**config.mk**
```make
export PLATFORM = sky130hd
export DESIGN_NAME = priority_encoder_rr_flat
export DESIGN_NICKNAME = d
export VERILOG_FILES = /design/src/rtl/priority_encoder_rr_if.sv /design/src/rtl/priority_encoder_rr.sv /design/src/flat_wrapper.sv
export SDC_FILE = /design/constraint.sdc
export NUM_CORES = 1
export LEC_CHECK = 0
export CAP_MARGIN = 10
export CELL_PAD_IN_SITES_DETAIL_PLACEMENT = 1
export CELL_PAD_IN_SITES_GLOBAL_PLACEMENT = 1
export CORE_MARGIN = 2
export CORE_UTILIZATION = 42
export CTS_BUF_LIST = sky130_fd_sc_hd__clkbuf_8
export DETAILED_ROUTE_END_ITERATION = 7
export MAX_ROUTING_LAYER = met4
export PLACE_DENSITY_LB_ADDON = 0.15
export SYNTH_ARGS = -nofsm -noshare
export SYNTH_HDL_FRONTEND = slang
export SYNTH_SLANG_ARGS = --single-unit
```
**constraint.sdc**
```tcl
create_clock -name clk -period 5.5 [get_ports clk]
set_input_delay 0.55 -clock clk [delete_from_list [all_inputs] [get_ports clk]]
set_output_delay 0.55 -clock clk [all_outputs]
set_load 0.05 [all_outputs]
```
**src/rtl/priority_encoder_rr_if.sv**
```systemverilog
// ----------------------------------------------------------------------------
// priority_encoder_rr_if
//
// Bundles the request side and the registered grant side of
// priority_encoder_rr. Clock and reset are not part of the bundle; they stay
// plain ports on the encoder.
//
// Optional feature macro: PRIO_ENC_COUNT_EN adds the 16-bit grant_count signal.
//
// Signals:
//   enable      request source -> encoder : 1 = a load may produce a grant
//   mode        request source -> encoder : 0 = fixed priority, 1 = round-robin
//   data_in     request source -> encoder : request vector, bit i = request i
//   ready       consumer       -> encoder : consumer accepts the held grant
//   encoded_out encoder -> consumer       : registered binary index of the grant
//   onehot_out  encoder -> consumer       : registered one-hot of the grant
//   valid       encoder -> consumer       : outputs hold a grant
//   grant_count encoder -> consumer       : saturating handshake counter (optional)
//
// Modports:
//   master - the side that drives requests / ready (testbench, upstream logic)
//   slave  - the encoder itself
// ----------------------------------------------------------------------------
interface priority_encoder_rr_if #(
    parameter int unsigned WIDTH = 8
);
    localparam int unsigned OUT_W = $clog2(WIDTH);

    logic             enable;
    logic             mode;
    logic [WIDTH-1:0] data_in;
    logic             ready;
    logic [OUT_W-1:0] encoded_out;
    logic [WIDTH-1:0] onehot_out;
    logic             valid;
`ifdef PRIO_ENC_COUNT_EN
    logic [15:0]      grant_count;
`endif

`ifdef PRIO_ENC_COUNT_EN
    modport master (
        output enable,
        output mode,
        output data_in,
        output ready,
        input  encoded_out,
        input  onehot_out,
        input  valid,
        input  grant_count
    );

    modport slave (
        input  enable,
        input  mode,
        input  data_in,
        input  ready,
        output encoded_out,
        output onehot_out,
        output valid,
        output grant_count
    );
`else
    modport master (
        output enable,
        output mode,
        output data_in,
        output ready,
        input  encoded_out,
        input  onehot_out,
        input  valid
    );

    modport slave (
        input  enable,
        input  mode,
        input  data_in,
        input  ready,
        output encoded_out,
        output onehot_out,
        output valid
    );
`endif

endinterface

```
**src/rtl/priority_encoder_rr.sv**
```systemverilog
// ----------------------------------------------------------------------------
// priority_encoder_rr
//
// Registered WIDTH-bit priority encoder with fixed or round-robin arbitration.
// The winning request is captured into a valid/ready output register, so the
// consumer can stall it; a stalled grant is held unchanged until accepted.
//
// Optional feature macro: PRIO_ENC_COUNT_EN adds a 16-bit saturating counter
// of accepted grants (valid && ready edges), visible as bus.grant_count.
//
// Parameters:
//   WIDTH   number of request lines (2..256, any value)
//
// Ports:
//   clk     single clock, all state updates on the rising edge
//   reset   synchronous active-low reset
//   bus     priority_encoder_rr_if.slave:
//             enable, mode, data_in, ready      (inputs)
//             encoded_out, onehot_out, valid    (registered outputs)
//             grant_count                       (registered, optional)
// ----------------------------------------------------------------------------
module priority_encoder_rr #(
    parameter int unsigned WIDTH = 8
) (
    input  logic                     clk,
    input  logic                     reset,
    priority_encoder_rr_if.slave     bus
);

    localparam int unsigned OUT_W = $clog2(WIDTH);

    // Top index; the round-robin pointer wraps here explicitly so a
    // non-power-of-two WIDTH never reaches 2**OUT_W - 1.
    localparam logic [OUT_W-1:0] PtrMax = OUT_W'(WIDTH - 1);

    // ------------------------------------------------------------------------
    // State
    // ------------------------------------------------------------------------
    logic             valid_q,   valid_d;
    logic [OUT_W-1:0] enc_q,     enc_d;
    logic [WIDTH-1:0] onehot_q,  onehot_d;
    logic [OUT_W-1:0] ptr_q,     ptr_d;
`ifdef PRIO_ENC_COUNT_EN
    logic [15:0]      cnt_q,     cnt_d;
`endif

    // ------------------------------------------------------------------------
    // Handshake / load strobes
    // ------------------------------------------------------------------------
    logic handshake;
    logic load;

    assign handshake = valid_q && bus.ready;
    assign load      = !valid_q || bus.ready;

    // ------------------------------------------------------------------------
    // Effective round-robin pointer
    //
    // When a grant is accepted in round-robin mode, the pointer moves to one
    // below the accepted index. The grant loaded on that same edge already
    // searches from the moved pointer, so a held all-ones request vector
    // walks 7,6,5,... with one grant per cycle instead of repeating indices.
    // ------------------------------------------------------------------------
    logic [OUT_W-1:0] ptr_eff;

    always_comb begin
        ptr_eff = ptr_q;
        if (handshake && bus.mode) begin
            if (enc_q == '0) begin
                ptr_eff = PtrMax;
            end else begin
                ptr_eff = enc_q - OUT_W'(1);
            end
        end
    end

    // ------------------------------------------------------------------------
    // Fixed priority: highest set index wins (later loop iterations override).
    // ------------------------------------------------------------------------
    logic [OUT_W-1:0] fix_idx;

    always_comb begin
        fix_idx = '0;
        for (int i = 0; i < int'(WIDTH); i++) begin
            if (bus.data_in[i]) begin
                fix_idx = OUT_W'(i);
            end
        end
    end

    // ------------------------------------------------------------------------
    // Round-robin: search ptr, ptr-1, ..., 0, WIDTH-1, ..., ptr+1.
    //
    // Walk the search offsets from the farthest (WIDTH-1) to the nearest (0);
    // the last hit assigned is the one closest to ptr going downward.
    // ------------------------------------------------------------------------
    logic [OUT_W-1:0] rr_idx;
    logic [OUT_W-1:0] rr_cand;
    int               rr_pos;

    always_comb begin
        rr_idx  = '0;
        rr_cand = '0;
        rr_pos  = 0;
        for (int o = int'(WIDTH) - 1; o >= 0; o--) begin
            if (int'(ptr_eff) >= o) begin
                rr_pos = int'(ptr_eff) - o;
            end else begin
                rr_pos = int'(ptr_eff) + int'(WIDTH) - o;
            end
            rr_cand = OUT_W'(rr_pos);
            if (bus.data_in[rr_cand]) begin
                rr_idx = rr_cand;
            end
        end
    end

    // ------------------------------------------------------------------------
    // Winner selection
    // ------------------------------------------------------------------------
    logic             any_req;
    logic [OUT_W-1:0] win_idx;
    logic [WIDTH-1:0] win_onehot;

    always_comb begin
        any_req    = |bus.data_in;
        win_idx    = bus.mode ? rr_idx : fix_idx;
        win_onehot = WIDTH'(1) << win_idx;
    end

    // ------------------------------------------------------------------------
    // Next-state logic
    // ------------------------------------------------------------------------
    always_comb begin
        valid_d  = valid_q;
        enc_d    = enc_q;
        onehot_d = onehot_q;
        // ptr_eff equals ptr_q unless a round-robin handshake happens, so
        // fixed mode and stalls leave the pointer untouched.
        ptr_d    = ptr_eff;

        if (load) begin
            valid_d = bus.enable && any_req;
            if (any_req) begin
                enc_d    = win_idx;
                onehot_d = win_onehot;
            end else begin
                enc_d    = '0;
                onehot_d = '0;
            end
        end
    end

`ifdef PRIO_ENC_COUNT_EN
    always_comb begin
        cnt_d = cnt_q;
        if (handshake && (cnt_q != 16'hFFFF)) begin
            cnt_d = cnt_q + 16'd1;
        end
    end
`endif

    // ------------------------------------------------------------------------
    // State registers (synchronous active-low reset)
    // ------------------------------------------------------------------------
    always_ff @(posedge clk) begin
        if (!reset) begin
            valid_q  <= 1'b0;
            enc_q    <= '0;
            onehot_q <= '0;
            ptr_q    <= PtrMax;
        end else begin
            valid_q  <= valid_d;
            enc_q    <= enc_d;
            onehot_q <= onehot_d;
            ptr_q    <= ptr_d;
        end
    end

`ifdef PRIO_ENC_COUNT_EN
    always_ff @(posedge clk) begin
        if (!reset) begin
            cnt_q <= '0;
        end else begin
            cnt_q <= cnt_d;
        end
    end
`endif

    // ------------------------------------------------------------------------
    // Outputs come straight from flops
    // ------------------------------------------------------------------------
    assign bus.valid       = valid_q;
    assign bus.encoded_out = enc_q;
    assign bus.onehot_out  = onehot_q;
`ifdef PRIO_ENC_COUNT_EN
    assign bus.grant_count = cnt_q;
`endif

endmodule

```
**src/flat_wrapper.sv**
```systemverilog
// flat-port wrapper written by rule: the top's interface ports become plain ports
module priority_encoder_rr_flat 
#(
    parameter int unsigned WIDTH = 8
)
  (clk, reset, bus_enable, bus_mode, bus_data_in, bus_ready, bus_encoded_out, bus_onehot_out, bus_valid);
  priority_encoder_rr_if #(.WIDTH(WIDTH)) bus_i ();
  input  logic clk;
  input  logic reset;
  input wire logic [$bits(bus_i.enable)-1:0] bus_enable;
  input wire logic [$bits(bus_i.mode)-1:0] bus_mode;
  input wire logic [$bits(bus_i.data_in)-1:0] bus_data_in;
  input wire logic [$bits(bus_i.ready)-1:0] bus_ready;
  output wire logic [$bits(bus_i.encoded_out)-1:0] bus_encoded_out;
  output wire logic [$bits(bus_i.onehot_out)-1:0] bus_onehot_out;
  output wire logic [$bits(bus_i.valid)-1:0] bus_valid;
  assign bus_i.enable = bus_enable;
  assign bus_i.mode = bus_mode;
  assign bus_i.data_in = bus_data_in;
  assign bus_i.ready = bus_ready;
  assign bus_encoded_out = bus_i.encoded_out;
  assign bus_onehot_out = bus_i.onehot_out;
  assign bus_valid = bus_i.valid;
  priority_encoder_rr #(.WIDTH(WIDTH)) u_core (.clk(clk), .reset(reset), .bus(bus_i));
endmodule
```
Word level (Yosys, flattened, before mapping)
Index checks and enable logic that the tools add are counted.

word-level totals
  register bits after elaboration = 15
  input port bits = 13
  output and inout port bits = 12
  logic and storage cells = 86

operators by class
  add/sub/neg operators = 16
  magnitude comparators = 15
  shifts and indexed selects = 1
  mux-type cells = 43
  reductions and logical operators = 7

operators by type and width
  cell                   count
  $mux W3                23
  $lt A3 B4 Y1 const B   8
  $bmux W1 S3            8
  $sub A3 B3 Y3 const B  8
  $ge A3 B3 Y1 const B   4
  $sub A3 B2 Y3 const B  4
  $mux W1                9
  $sub A3 B1 Y3 const B  3
  $mux W8                1
  $reduce_or A8 Y1       1
  $shl A1 B3 Y8 const A  1
  $ge A3 B2 Y1 const B   2
  $mux W2                2
  $add A3 B1 Y3 const B  1
  $ge A3 B1 Y1 const B   1
  $logic_and A1 B1 Y1    3
  $logic_not A3 Y1       1
  $logic_not A1 Y1       1
  $logic_or A1 B1 Y1     1

Logic depth before layout (Yosys ltp)
  depth in word-level cells = 19
  mapped depth = 16

Worst setup path before layout
OpenSTA, ideal clock, no wires.

  path type = reg2reg
  from = reg u_core.enc_q[0], in the netlist u_core.bus.encoded_out[0]
  to = reg u_core.onehot_q[6], in the netlist u_core.bus.onehot_out[6]
  library setup time = 0.117 ns
  arrival = 4.393 ns
  required time = 5.383 ns
  setup slack = 0.990 ns
  cell stages (with the launch flop) = 16
  path buffers = 2
  period minus slack after synthesis = 4.510 ns
  cell sequence = dfxtp_1 inv_1 ha_1 ha_1 nand2b_1 o21ai_4 clkbuf_1 ha_1 clkbuf_2 inv_1 mux4_2 mux2_1 a311o_1 o311a_1 a21boi_1 a22o_1

between the ends
  longest elaborated chain between the ends = 19
  elaborated cells between the ends (all ways) = 60
  classes of those cells = add/sub (16); order compare (7); shift (1); mux (35); reduce/logical (1)

RTL lines
  item                                                      RTL line                                              source
  from (decl)                                               priority_encoder_rr.sv:40                             logic [OUT_W-1:0] enc_q, enc_d;
  from (signal assigned)                                    priority_encoder_rr.sv:174                            enc_q <= enc_d;
  $sub A3 B1 Y3 / $logic_not A3 Y1 (equally long branches)  priority_encoder_rr.sv:72, priority_encoder_rr.sv:69
  $mux W3 (*)                                               priority_encoder_rr.sv:69                             if (enc_q == '0) begin
  $mux W3 (*)                                               priority_encoder_rr.sv:68                             if (handshake && bus.mode) begin
  $add A3 B1 Y3                                             priority_encoder_rr.sv:109                            rr_pos = int'(ptr_eff) + int'(WIDTH) - o;
  $sub A3 B1 Y3                                             priority_encoder_rr.sv:109
  $mux W3                                                   priority_encoder_rr.sv:106                            if (int'(ptr_eff) >= o) begin
  $bmux W1 S3                                               priority_encoder_rr.sv:112                            if (bus.data_in[rr_cand]) begin
  $mux W1 (implied by the code)                             priority_encoder_rr.sv:112
  $mux W3 (7 in a row)                                      priority_encoder_rr.sv:112
  $mux W3 (*)                                               priority_encoder_rr.sv:112
  $mux W3 (*)                                               priority_encoder_rr.sv:127                            win_idx = bus.mode ? rr_idx : fix_idx;
  $shl A1 B3 Y8 (*)                                         priority_encoder_rr.sv:128                            win_onehot = WIDTH'(1) << win_idx;
  $mux W8 (*)                                               priority_encoder_rr.sv:144                            if (any_req) begin
  to (signal assigned)                                      priority_encoder_rr.sv:175                            onehot_q <= onehot_d;
  to (decl)                                                 priority_encoder_rr.sv:41                             logic [WIDTH-1:0] onehot_q, onehot_d;

Every way passes the cells marked *; elsewhere a longest branch is shown, timed or not. The select of a mux whose other input is x is not followed.
A chain may end at the register's enable or synchronous reset.

Final worst setup path
  from = in bus_ready
  to = reg u_core.onehot_q[6], in the netlist u_core.bus.onehot_out[6]

between the ends
  longest elaborated chain between the ends = 19
  elaborated cells between the ends (all ways) = 60
  classes of those cells = add/sub (15); order compare (7); shift (1); mux (34); reduce/logical (3)

RTL lines
  item                           RTL line                    source
  from (decl)                    flat_wrapper.sv:13          input wire logic [$bits(bus_i.ready)-1:0] bus_ready;
  $logic_and A1 B1 Y1 (*)        priority_encoder_rr.sv:53   assign handshake = valid_q && bus.ready;
  $logic_and A1 B1 Y1 (*)        priority_encoder_rr.sv:68
  $mux W3 (*)                    priority_encoder_rr.sv:68
  via u_core.ptr_d[1]            priority_encoder_rr.sv:42   logic [OUT_W-1:0] ptr_q, ptr_d;
  $add A3 B1 Y3                  priority_encoder_rr.sv:109
  $sub A3 B1 Y3                  priority_encoder_rr.sv:109
  $mux W3                        priority_encoder_rr.sv:106
  $bmux W1 S3                    priority_encoder_rr.sv:112
  $mux W1 (implied by the code)  priority_encoder_rr.sv:112
  $mux W3 (7 in a row)           priority_encoder_rr.sv:112
  $mux W3 (*)                    priority_encoder_rr.sv:112
  $mux W3 (*)                    priority_encoder_rr.sv:127
  $shl A1 B3 Y8 (*)              priority_encoder_rr.sv:128
  $mux W8 (*)                    priority_encoder_rr.sv:144

The timed path passes the listed nets; every way through them passes the cells marked *. The select of a mux whose other input is x is not followed.

==> impl_metrics.csv <==
group,metric,value,unit
synthesis,async_reset_ff_share,0,%
finish,instances_no_fill,283,
synthesis,postSynthAreaPerCell,8.064,sq um
die,chipHeight,68.70,microns
setup_path,reg2reg_slack,1.09,ns
timing,report.final.setup_viol,0,
grt,first_global_vias,1829,
setup_path,startpoint_type,"input port",
pwr,p_int,262.0,uW
setup_path,cp-endpoint,"u_core.bus.onehot_out[6]",
setup_path,path_class,"in -> reg",
cts,path_clk_slew,0.06,ns
timing,finClkSkew,0.0009358,ns
cts,clk_latency,0.25,ns
finish,area_delta_synth_final,16.94,%
outcome,outcome,"completed",
timing,min_period,4.713,ns
route,avgRoutedWirePerCell,19.32,microns
timing,hold_viol_final,0,
cts,cts_tree,"yes",
finish,layout_common_cells,"26 x mux2i_1, 24 x clkdlybuf4s50_1, 15 x nor2_1, 15 x dfxtp_1",
pwr,pwr-share-comb,52.7,%
timing,final.period_utilization,85.69,%
cts,ctsHoldBuffers,0,
timing,worst_pin_slew,0.6262,ns
setup_path,slowest_stage,"clkdlybuf4s50_1",
setup_path,critical_path.startpoint,"bus_ready",
synthesis,syn_nets,236,
cts,clk_root_buffer_cell,"clkbuf_8",
placement,dp_hpwl,4323,microns
pwr,ir_worst_vdd,0.1303,mV
synthesis,ys_warn_count,0,
die,rows,23,
synthesis,synth_seq_cells,15,
hold_path,hp-class,"reg -> reg",
finish,final_nets,252,
setup_path,slowest_delay,0.60,ns
setup_path,worstReg2RegEnd,"u_core.bus.onehot_out[6]",
setup_path,crit_fanout,13,
pwr,p_seq_share,27.9,%
finish,n_fill_cell,483,
die,dieArea,4719,sq um
route,drt-total-wl,5467,microns
placement,io_buffers,24,
setup_path,cp_common_cell,"inv_1",
die,coreArea,4000,sq um
timing,slew_violations,0,
synthesis,ys_types,53,
synthesis,synth_edf_count,0,
finish,final_common_cell,"mux2i_1",
cts,cts_sinks,15,
route,route.antenna.remaining_nets,0,
synthesis,synthesis.area,1758,sq um
timing,worst_slack,0.7873,ns
run,cap_violations,0,
pwr,switching_share,40.88,%
route,num_vias,1764,
setup_path,worstPathRequired,5.64,ns
setup_path,worst_ep_arrival_time,4.85,ns
setup_path,reg2reg_from,"u_core.bus.encoded_out[0]",
setup_path,cp-end-kind,"flop",
setup_path,worstPathCellList,"clkdlybuf4s50_1 -> nand3_2 -> o21ai_1 -> inv_1 -> ha_1 -> inv_1 -> mux4_2 -> mux2_1 -> a311o_1 -> o311a_1 -> a21boi_1 -> a22o_1",
synthesis,ys.flop_type,"dfxtp_1",
die,num_io_pins,25,
pwr,powerDensity,215.6,nW/um^2
die,initial_core_util,43.95,%
timing,rsz0062_at_grt,"false",
timing,max_slew_margin,57.95,%
grt,grt_pass1_wl,8763,microns
pwr,p_leak,0.0008242,uW
grt,grt_use_total,25.65,%
die,dieWidth,68.70,microns
grt,grt_start_max_net_pins,15,
route,vias_per_cell,6.233,
cts,clockBufferDepth,2,
grt,grt_overflow,0,
finish,layout-drive-gt1-share,11.59,%
synthesis,netlist_instances,218,
route,firstDrtPassIters,6,
cts,cts_setup_buffers,0,
pwr,power_switching,181.2,uW
cts,cts.repair.resized,0,
timing,clock.fmax,212.2,MHz
route,drtIter0Drc,65,
synthesis,yosysSeqAreaShare,17.08,%
finish,diodes,0,
grt,antenna_found_initial,0,
pwr,pwr-share-clk,19.3,%
placement,dp_cells,279,
placement,pre_cts_ws,0.5784,ns
setup_path,reg2reg_depth,12,
route,drc,0,
timing,fin_tns_setup,0,ns
cts,htreeDepth,1,
cts,cts_buffers,3,
placement,gp_congestion,0.8893,
-- layout make-up --
| cell class | count | area (sq um) | area share [%] |
|---|---|---|---|
| well taps | 50 | 62.56 | 3.043 |
| flip-flops and latches | 15 | 300.3 | 14.61 |
| repair buffers | 26 | 255.2 | 12.42 |
| multi-input cells | 175 | 1344 | 65.37 |
| inverters | 13 | 48.80 | 2.374 |
| clock buffers | 3 | 41.29 | 2.009 |
| clock inverters | 1 | 3.754 | 0.1826 |
-- critical path: cells and delay by family --
family,cells,cell delay (ns)
compound gates,5,1.64
buf+inv,3,0.97
mux,2,0.90
fa+ha+maj,1,0.44
simple gates,1,0.35
-- synth_stat cells, drive strengths merged, types with 2 or more instances --
cell / n / area share [%]
nand2: 14 / 3.0
a22o: 4 / 2.0
a31o: 4 / 2.0
nand3: 4 / 1.4
nor4: 2 / 0.71
nor2b: 4 / 1.4
inv: 13 / 2.8
mux2: 11 / 7.0
dfxtp: 15 / 17
o21bai: 2 / 0.85
nand4: 2 / 0.71
o21ai: 12 / 4.1
ha: 5 / 3.6
o211ai: 3 / 1.3
mux2i: 26 / 15
and2: 5 / 1.8
a211oi: 10 / 4.3
o31ai: 4 / 1.7
xnor2: 2 / 1.0
a31oi: 3 / 1.1
clkbuf: 9 / 2.0
a21oi: 14 / 4.0
a21boi: 3 / 1.3
nand2b: 4 / 1.4
mux4: 4 / 5.3
nor2: 15 / 3.2
buf: 6 / 1.7
or2: 2 / 0.71
-- layer usage --
metal,vias up,part of all wire [%],track usage [%]
li1,855,-,-
met1,857,46,31.29
met2,46,50,44.95
met3,6,3.1,1.786
met4,0,0.95,8.333
met5,-,0,-
-- how the worst min path moves through the flow --
stage | from | end | slack (ns) | cells after the start
detailed placement | u_core.bus.onehot_out[3] | u_core.bus.onehot_out[3] | 0.45 | 2
floorplan | reset | u_core.ptr_q[0] | 0.61 | 1
global placement | u_core.bus.onehot_out[3] | u_core.bus.onehot_out[3] | 0.44 | 2
finish | u_core.bus.onehot_out[0] | u_core.bus.onehot_out[0] | 0.45 | 2
global route | u_core.bus.onehot_out[0] | u_core.bus.onehot_out[0] | 0.49 | 2
CTS | u_core.bus.onehot_out[3] | u_core.bus.onehot_out[3] | 0.46 | 2
-- power by group through the flow --
stage | clock network [uW] | logic, uW | registers [uW]
3_5_place_dp | 0 | 232 | 126
4_1_cts | 87.4 | 233 | 124
6_report | 85.6 | 234 | 124
2_1_floorplan | 0 | 145 | 148
3_3_place_gp | 0 | 226 | 126
5_1_grt | 91.1 | 252 | 125
-- sequential cells by signal (all words and copies together) (netlist names) --
signal	count
u_core.bus.onehot_out	8
u_core.ptr_q	3
u_core.bus.valid	1
u_core.bus.encoded_out	3
-- cells by family (layout without fill, tap and decap cells) --
family / count (synthesis) / count (layout) / share of synthesized area, %
simple gates: 58 / 58 / 16.87
xor+xnor: 2 / 2 / 0.9966
flops: 15 / 15 / 17.08
compound gates: 69 / 69 / 27.83
mux: 41 / 41 / 27.19
fa+ha+maj: 5 / 5 / 3.559
buf+inv: 28 / 43 / 6.476
-- metrics by stage --
| stage | utilization [%] | hold WS (ns) | total power (uW) | instance area (sq um) |
|---|---|---|---|---|
| 2_1_floorplan | - | 0.6119 | 293.4 | 1758 |
| 3_3_place_gp | 50.27 | 0.4372 | 351.9 | 2011 |
| 3_5_place_dp | 50.27 | 0.4533 | 357.5 | 2011 |
| 4_1_cts | 51.39 | 0.4606 | 444.4 | 2056 |
| 5_1_grt | 51.39 | 0.4879 | 468.3 | 2056 |
| 6_report | 51.39 | 0.4536 | 443.2 | 2056 |
Power figures use the tool's default switching activity.
